===== src/rtl/imem_loader.sv =====
// Byte-serial program loader: packs MSB-first bytes into 32-bit words, writes
// them into IMEM and holds the MIPS system in reset until the program is in.
module imem_loader #(
  parameter int DEPTH = 1024
) (
  input  logic                       clock,
  input  logic                       reset,
  input  logic                       in_valid,
  input  logic [7:0]                 in_byte,
  input  logic                       in_last,
  output logic                       in_ready,
  input  logic                       reload,
  output logic                       imem_we,
  output logic [$clog2(DEPTH)-1:0]   imem_addr,
  output logic [31:0]                imem_wd,
  output logic                       cpu_reset,
  output logic                       done,
  output logic                       error,
  output logic [$clog2(DEPTH):0]     word_count
);
  localparam int AW = $clog2(DEPTH);
  localparam logic [AW-1:0] LastAddr = AW'(DEPTH - 1);

  typedef enum logic [2:0] {IDLE, ASSEMBLE, WRITE, DONE, ERROR} state_e;

  state_e        state_q, state_d;
  logic [1:0]    idx_q, idx_d;
  logic [31:0]   wd_q, wd_d;
  logic [AW-1:0] addr_q, addr_d;
  logic [AW:0]   count_q, count_d;
  logic          last_q, last_d;
  logic          we_q, we_d;
  logic          accept;

  assign in_ready   = (state_q == IDLE) || (state_q == ASSEMBLE);
  assign accept     = in_valid && in_ready;
  assign imem_we    = we_q;
  assign imem_addr  = addr_q;
  assign imem_wd    = wd_q;
  assign word_count = count_q;
  assign done       = (state_q == DONE);
  assign error      = (state_q == ERROR);
  assign cpu_reset  = (state_q != DONE);

  always_ff @(posedge clock or posedge reset) begin
    if (reset) begin
      state_q <= IDLE;
      idx_q   <= '0;
      wd_q    <= '0;
      addr_q  <= '0;
      count_q <= '0;
      last_q  <= 1'b0;
      we_q    <= 1'b0;
    end else begin
      state_q <= state_d;
      idx_q   <= idx_d;
      wd_q    <= wd_d;
      addr_q  <= addr_d;
      count_q <= count_d;
      last_q  <= last_d;
      we_q    <= we_d;
    end
  end

  always_comb begin
    state_d = state_q;
    idx_d   = idx_q;
    wd_d    = wd_q;
    addr_d  = addr_q;
    count_d = count_q;
    last_d  = last_q;
    we_d    = 1'b0;
    case (state_q)
      IDLE, ASSEMBLE: begin
        if (accept) begin
          // Byte k lands at bit offset 8*(3-k); ~idx_q is exactly 3-k.
          wd_d[{~idx_q, 3'b000} +: 8] = in_byte;
          if (in_last || (idx_q == 2'd3)) begin
            state_d = WRITE;
            last_d  = in_last;
            we_d    = 1'b1;
          end else begin
            state_d = ASSEMBLE;
            idx_d   = idx_q + 2'd1;
          end
        end
      end
      WRITE: begin
        idx_d   = '0;
        wd_d    = '0;
        count_d = count_q + (AW+1)'(1);
        if (last_q) begin
          state_d = DONE;
          if (addr_q != LastAddr) addr_d = addr_q + AW'(1);
        end else if (addr_q == LastAddr) begin
          state_d = ERROR;
        end else begin
          state_d = IDLE;
          addr_d  = addr_q + AW'(1);
        end
      end
      DONE, ERROR: begin
        if (reload) begin
          state_d = IDLE;
          idx_d   = '0;
          wd_d    = '0;
          addr_d  = '0;
          count_d = '0;
          last_d  = 1'b0;
        end
      end
      default: state_d = IDLE;
    endcase
  end
endmodule

===== config.mk =====
export PLATFORM = sky130hd
export DESIGN_NAME = imem_loader
export DESIGN_NICKNAME = d
export VERILOG_FILES = /design/src/rtl/imem_loader.sv
export SDC_FILE = /design/constraint.sdc
export NUM_CORES = 1
export LEC_CHECK = 0
export BUFFER_PORTS_ARGS = -buffer_cell sky130_fd_sc_hd__clkbuf_2
export CAP_MARGIN = 20
export CORE_ASPECT_RATIO = 1.2
export CORE_MARGIN = 4
export CORE_UTILIZATION = 40
export CTS_CLUSTER_SIZE = 16
export DETAILED_ROUTE_END_ITERATION = 12
export SKIP_CTS_REPAIR_TIMING = 1
export SLEW_MARGIN = 40
export SYNTH_ARGS = -nofsm -noshare
export SYNTH_HDL_FRONTEND = slang
export SYNTH_SLANG_ARGS = --single-unit
export TNS_END_PERCENT = 20

===== constraint.sdc =====
create_clock -name clock -period 1.68 [get_ports clock]
set_input_delay 0.084 -clock clock [delete_from_list [all_inputs] [get_ports clock]]
set_output_delay 0.084 -clock clock [all_outputs]
set_load 0.02 [all_outputs]

* Word level (Yosys, flattened, before mapping) *
Index checks and enable logic that the tools add are counted.

storage, ports and cells
  flip-flop bits (word level) = 60
  output and inout bits = 58
  logic and storage cells = 71

cells by class
  $add $sub $neg = 4
  eq/ne operators = 14
  shift-type cells = 2
  multiplexer cells = 28
  bitwise operators = 1
  reductions and logical operators = 15

operators with widths
  cell                    number
  $pmux 32 s3             1
  $mux 32                 2
  $mux 10                 4
  $bwmux 32               1
  $shift 8x7->32 const A  1
  $shiftx 8x7->32         1
  $pmux 11 s2             1
  $pmux 10 s2             1
  $mux 3                  4
  $reduce_and 4->1        3
  $add 11x1->11 const B   1
  $mux 11                 1
  $add 10x1->10 const B   1
  $eq 10x10->1 const B    1
  $ne 10x10->1 const B    1
  $pmux 3 s3              1
  $mux 2                  4
  $ne 2x2->1 const B      4
  $neg 5->7               1
  $eq 3x2->1 const B      2
  $mux 1                  6
  $ne 3x3->1 const B      2
  $pmux 2 s3              1
  $reduce_and 2->1        2
  14 further kinds        17

* Logic depth before layout (Yosys ltp) *
  word-level depth = 6
  gate-level depth with buffers = 8
  depth with buffers taken out = 6

* Worst setup path after synthesis *
No wires, ideal clock.

  path type = register to register
  start = register state_q[0]
  end = register count_q[10] (netlist: word_count[10])
  library setup time = 0.077 ns
  arrival time = 1.736 ns
  data required time = 1.603 ns
  path slack = -0.134 ns
  cell stages (with the launch flop) = 8
  path buffers = 1
  path through = dfrtp_1 -> or3b_1 -> buf_6 -> clkinv_8 -> a22o_2 -> nand3_1 -> or3_1 -> a21oi_1

on the way
  word-level cells in the longest chain between the ends = 4
  elaborated cells on any way between the ends = 8
  classes of those cells = eq/ne (4); mux (1); reduce/logical (3)

ends and longest elaborated chain
  element                                                           RTL line  text
  start: declaration                                                26        state_e state_q, state_d;
  start signal: assignment                                          55        state_q <= state_d;
  $eq 3x3->1 (*)                                                    -
  named net error                                                   18        output logic error,
  $reduce_or 2->1 (*)                                               73        case (state_q)
  $ne 2x2->1 (no line) / $reduce_bool 2->1 (equally long branches)  -
  $reduce_and 2->1 (no line)                                        -
  end signal: assignment                                            59        count_q <= count_d;
  end: declaration                                                  30        logic [AW:0] count_q, count_d;

Mark *: on every way through the listed nets, which the timed path passes. The rest lies on a longest branch.
A chain may end at the register's enable or synchronous reset.

* Worst setup path in the final report *
  start = register state_q[1]
  end = register wd_q[17] (netlist: imem_wd[17])

on the way
  word-level cells in the longest chain between the ends = 5
  elaborated cells on any way between the ends = 14
  classes of those cells = eq/ne (6); mux (1); reduce/logical (7)

ends and longest elaborated chain
  element                                               RTL line  text
  $eq 3x1->1 / $logic_not 3->1 (equally long branches)  35, 73
  $logic_or 1x1->1                                      35        assign in_ready = (state_q == IDLE) || (state_q == ASSEMBLE);
  $logic_and 1x1->1                                     36        assign accept = in_valid && in_ready;
  $ne 2x2->1 (no line)                                  -
  $reduce_and 3->1 (no line)                            -
  end signal: assignment                                57        wd_q <= wd_d;
  end: declaration                                      28        logic [31:0] wd_q, wd_d;

Parallel ways exist; a longest one is shown, timed or not.

==> metrics.txt <==
status complete, but fails checks; failing checks negative setup slack; cell-internal power 4.11 mW; PortBufs 70; proportion of synthesized area in mux cells 0.107; largest family of logic cells by synthesized area simple AND/OR/NAND/NOR gates; core area ~7400 µm²; Synth Flop Type dfrtp_1; fin area ~4400 µm²; First DRT Iteration DRCs between 90 and 100; P_sw around 2.6 mW; WS Path Type flip-flop to flip-flop; GP Congestion about 0.82; Synth Cell Area approximately 3000 µm²; post-route DRC violation count 0; Nets approximately 470; CTS sink cnt 60; Num CTS Buffers 9; post-synthesis compound-gate area fraction 0.0768; cells after synthesis around 320; dominant cell type by area after synthesis dfrtp_1; Die Ht roughly 100 µm; post-synthesis simple-gate area fraction 0.187; vias per cell about 5.1; Max FO, Critical Path 8; worst skew pair latency 0.33 ns; Sequential Power Share 0.291; CP cell instances or3b_4 > clkinv_8 > nand2_1 > o21ai_4 > o21a_1 > buf_12 > mux2i_1; Post-synth EDFFs 0; fraction of registers with async set or reset after synthesis 1.00; #FFs+latches synth 60; WHS Path Cells 3; post-layout min period approximately 1.8 ns; max cap viols 0; Tot GR Track Use 0.175; slowest stage cell, crit path or3b_4; Tcrit/Tclk final 1.05; Hold Vio Cnt, Final 0; clock network fraction of design power 0.190; largest net degree at the start of global routing 24; crit path launch type flip-flop; Switching Share 0.389; Rows 34; hold crit path type input pin to flip-flop; Max rail drop VDD around 0.86 mV; xor-xnor portion of the synthesized cell area 0.0341; syn avg cell area about 9.7 µm²; Filler Cell Count 667; GRT overflow 0; clock skew slightly below 0.006 ns; IO Count around 70; final wirelength approximately 8000 µm; fin cells 542; post-synthesis sequential area ratio 0.487; top post-synthesis cells by count dfrtp_1 (60), nand2_1 (45), inv_1 (39); total design power between 6 and 7 mW; multi-input logic area 1500 µm²; clock tree from TritonCTS yes; Worst slew margin 0.660; Seq. cell area 1500 µm²; Post-DP Area roughly 4000 µm²; Synth top area share 0.487; most frequent cell after synthesis dfrtp_1; CP Capture Type flip-flop; r2r worst-path depth 7; Leakage between 2 and 2.5 nW; clock transition at the registers of the reported paths 0.07 ns; Yosys warnings 0; initial antenna violation count 0; Initial Util 0.419; Max Root-Sink Buffers 2; fmax 567 MHz; Root Buffer clkbuf_8; total vias in the final route about 2,700; RSZ-0062 raised after global routing yes; post-layout util 0.594; HPWL Detailed 5850 µm; # diodes 0; min setup slack post-route -0.0829 ns; drt pass-1 iters 5; H-tree level count 3; Mapped Nets around 340; power per cell area 1540 nW/µm²; Antenna Nets Post-Route 0; dpl ws -0.173 ns; Layout area overhead 42.0%; Tightest Pin Transition about 0.5 ns; layout cell share with drive strength beyond 1 0.376; global-route wire length before repair between 10,000 and 15,000 µm; Comb pwr share 0.519; die width slightly below 90 µm; DIE AREA 9170 µm²; slowest stage delay, CP 0.46 ns; routed len/inst approximately 15 µm; post-synthesis cell type count 46; adder-cell share of the synthesized area 0.0284; Slew Viols, Final 0; DP Cell Count approximately 520; top post-synthesis cells by area dfrtp_1 (49%), mux2i_1 (11%), nand2_1 (5.5%), inv_1 (4.8%), ha_1 (2.8%); vias in the first global route approximately 2,700; Worst EP arrival 2.01 ns; critical path required time between 1.5 and 2 ns; # setup viols final 42
-- flip-flops by register name, indices dropped and copies added (netlist names) --
signal	count
idx_q	2
imem_addr	10
imem_wd	32
imem_we	1
last_q	1
state_q	3
word_count	11
-- critical path: cells and delay by family, from the launching register on --
kind | cells | cell delay [ns]
AO/OA/AOI/OAI | 2 | 0.32
buffers and inverters | 2 | 0.23
flip-flops | 1 | 0.40
multiplexers | 1 | 0.20
AND/OR/NAND/NOR | 2 | 0.54
-- power by group through the flow --
stage	Clock [mW]	Combinational, mW	Sequential [mW]
final	1.28	3.49	1.96
after global routing	1.37	3.81	1.99
after CTS	1.31	3.20	1.95
after detailed placement	0	3.18	1.98
after global placement	0	3.15	1.97
after floorplan	0	1.56	2.29
-- layout by cell type, fill, tap and decap left out, types with 7 or more instances in the layout --
master / instances
mux2i_1: 33
inv_1: 38
nand3_1: 12
dfrtp_1: 60
xnor2_1: 8
clkbuf_8: 10
o21ai_0: 7
nor2_1: 20
nor3_1: 7
nand2_1: 45
buf_4: 50
clkbuf_2: 69
-- cell type report --
cell class,instances,share of cell area
Clock buffer,10,0.0315
Timing Repair Buffer,131,0.207
Inverter,40,0.0372
Tap cell,90,0.0257
Sequential cell,60,0.343
Multi-Input combinational cell,206,0.343
Clock inverter,5,0.0120
-- per-layer routing --
layer,vias to the layer above,GRT usage,wire [µm]
met4,0,0.0691,110
li1,1328,-,-
met1,1315,0.218,3230
met2,80,0.292,4070
met5,-,0,0
met3,15,0.0357,491
-- worst paths after layout --
kind	from	to	slack, ns
worst max-delay path	state_q[1]	imem_wd[17]	-0.08
max in group asynchronous	reset	imem_wd[22]	0.66
worst min register to register	imem_wd[13]	imem_wd[13]	0.51
min in group asynchronous	reset	imem_wd[0]	0.31
worst min-delay path	in_byte[7]	imem_wd[23]	0.04
worst max register to register	state_q[1]	imem_wd[17]	-0.08
-- cell families (layout without fill, tap and decap cells) --
logic type / after synthesis / after routing
simple gates: 119 / 119
flops: 60 / 60
buf+inv: 52 / 186
compound gates: 35 / 35
mux: 33 / 33
xor+xnor: 12 / 12
fa+ha+maj: 7 / 7
-- metrics by stage --
step           setup TNS (ns)  hold WS [ns]
6_report                -1.71        0.0350
3_5_place_dp            -4.83         0.132
5_1_grt                 -5.69        0.0306
2_1_floorplan           -1.81         0.221
3_3_place_gp            -3.51         0.130
4_1_cts                 -5.48        -0.233
(Power assumes the default switching activity.)
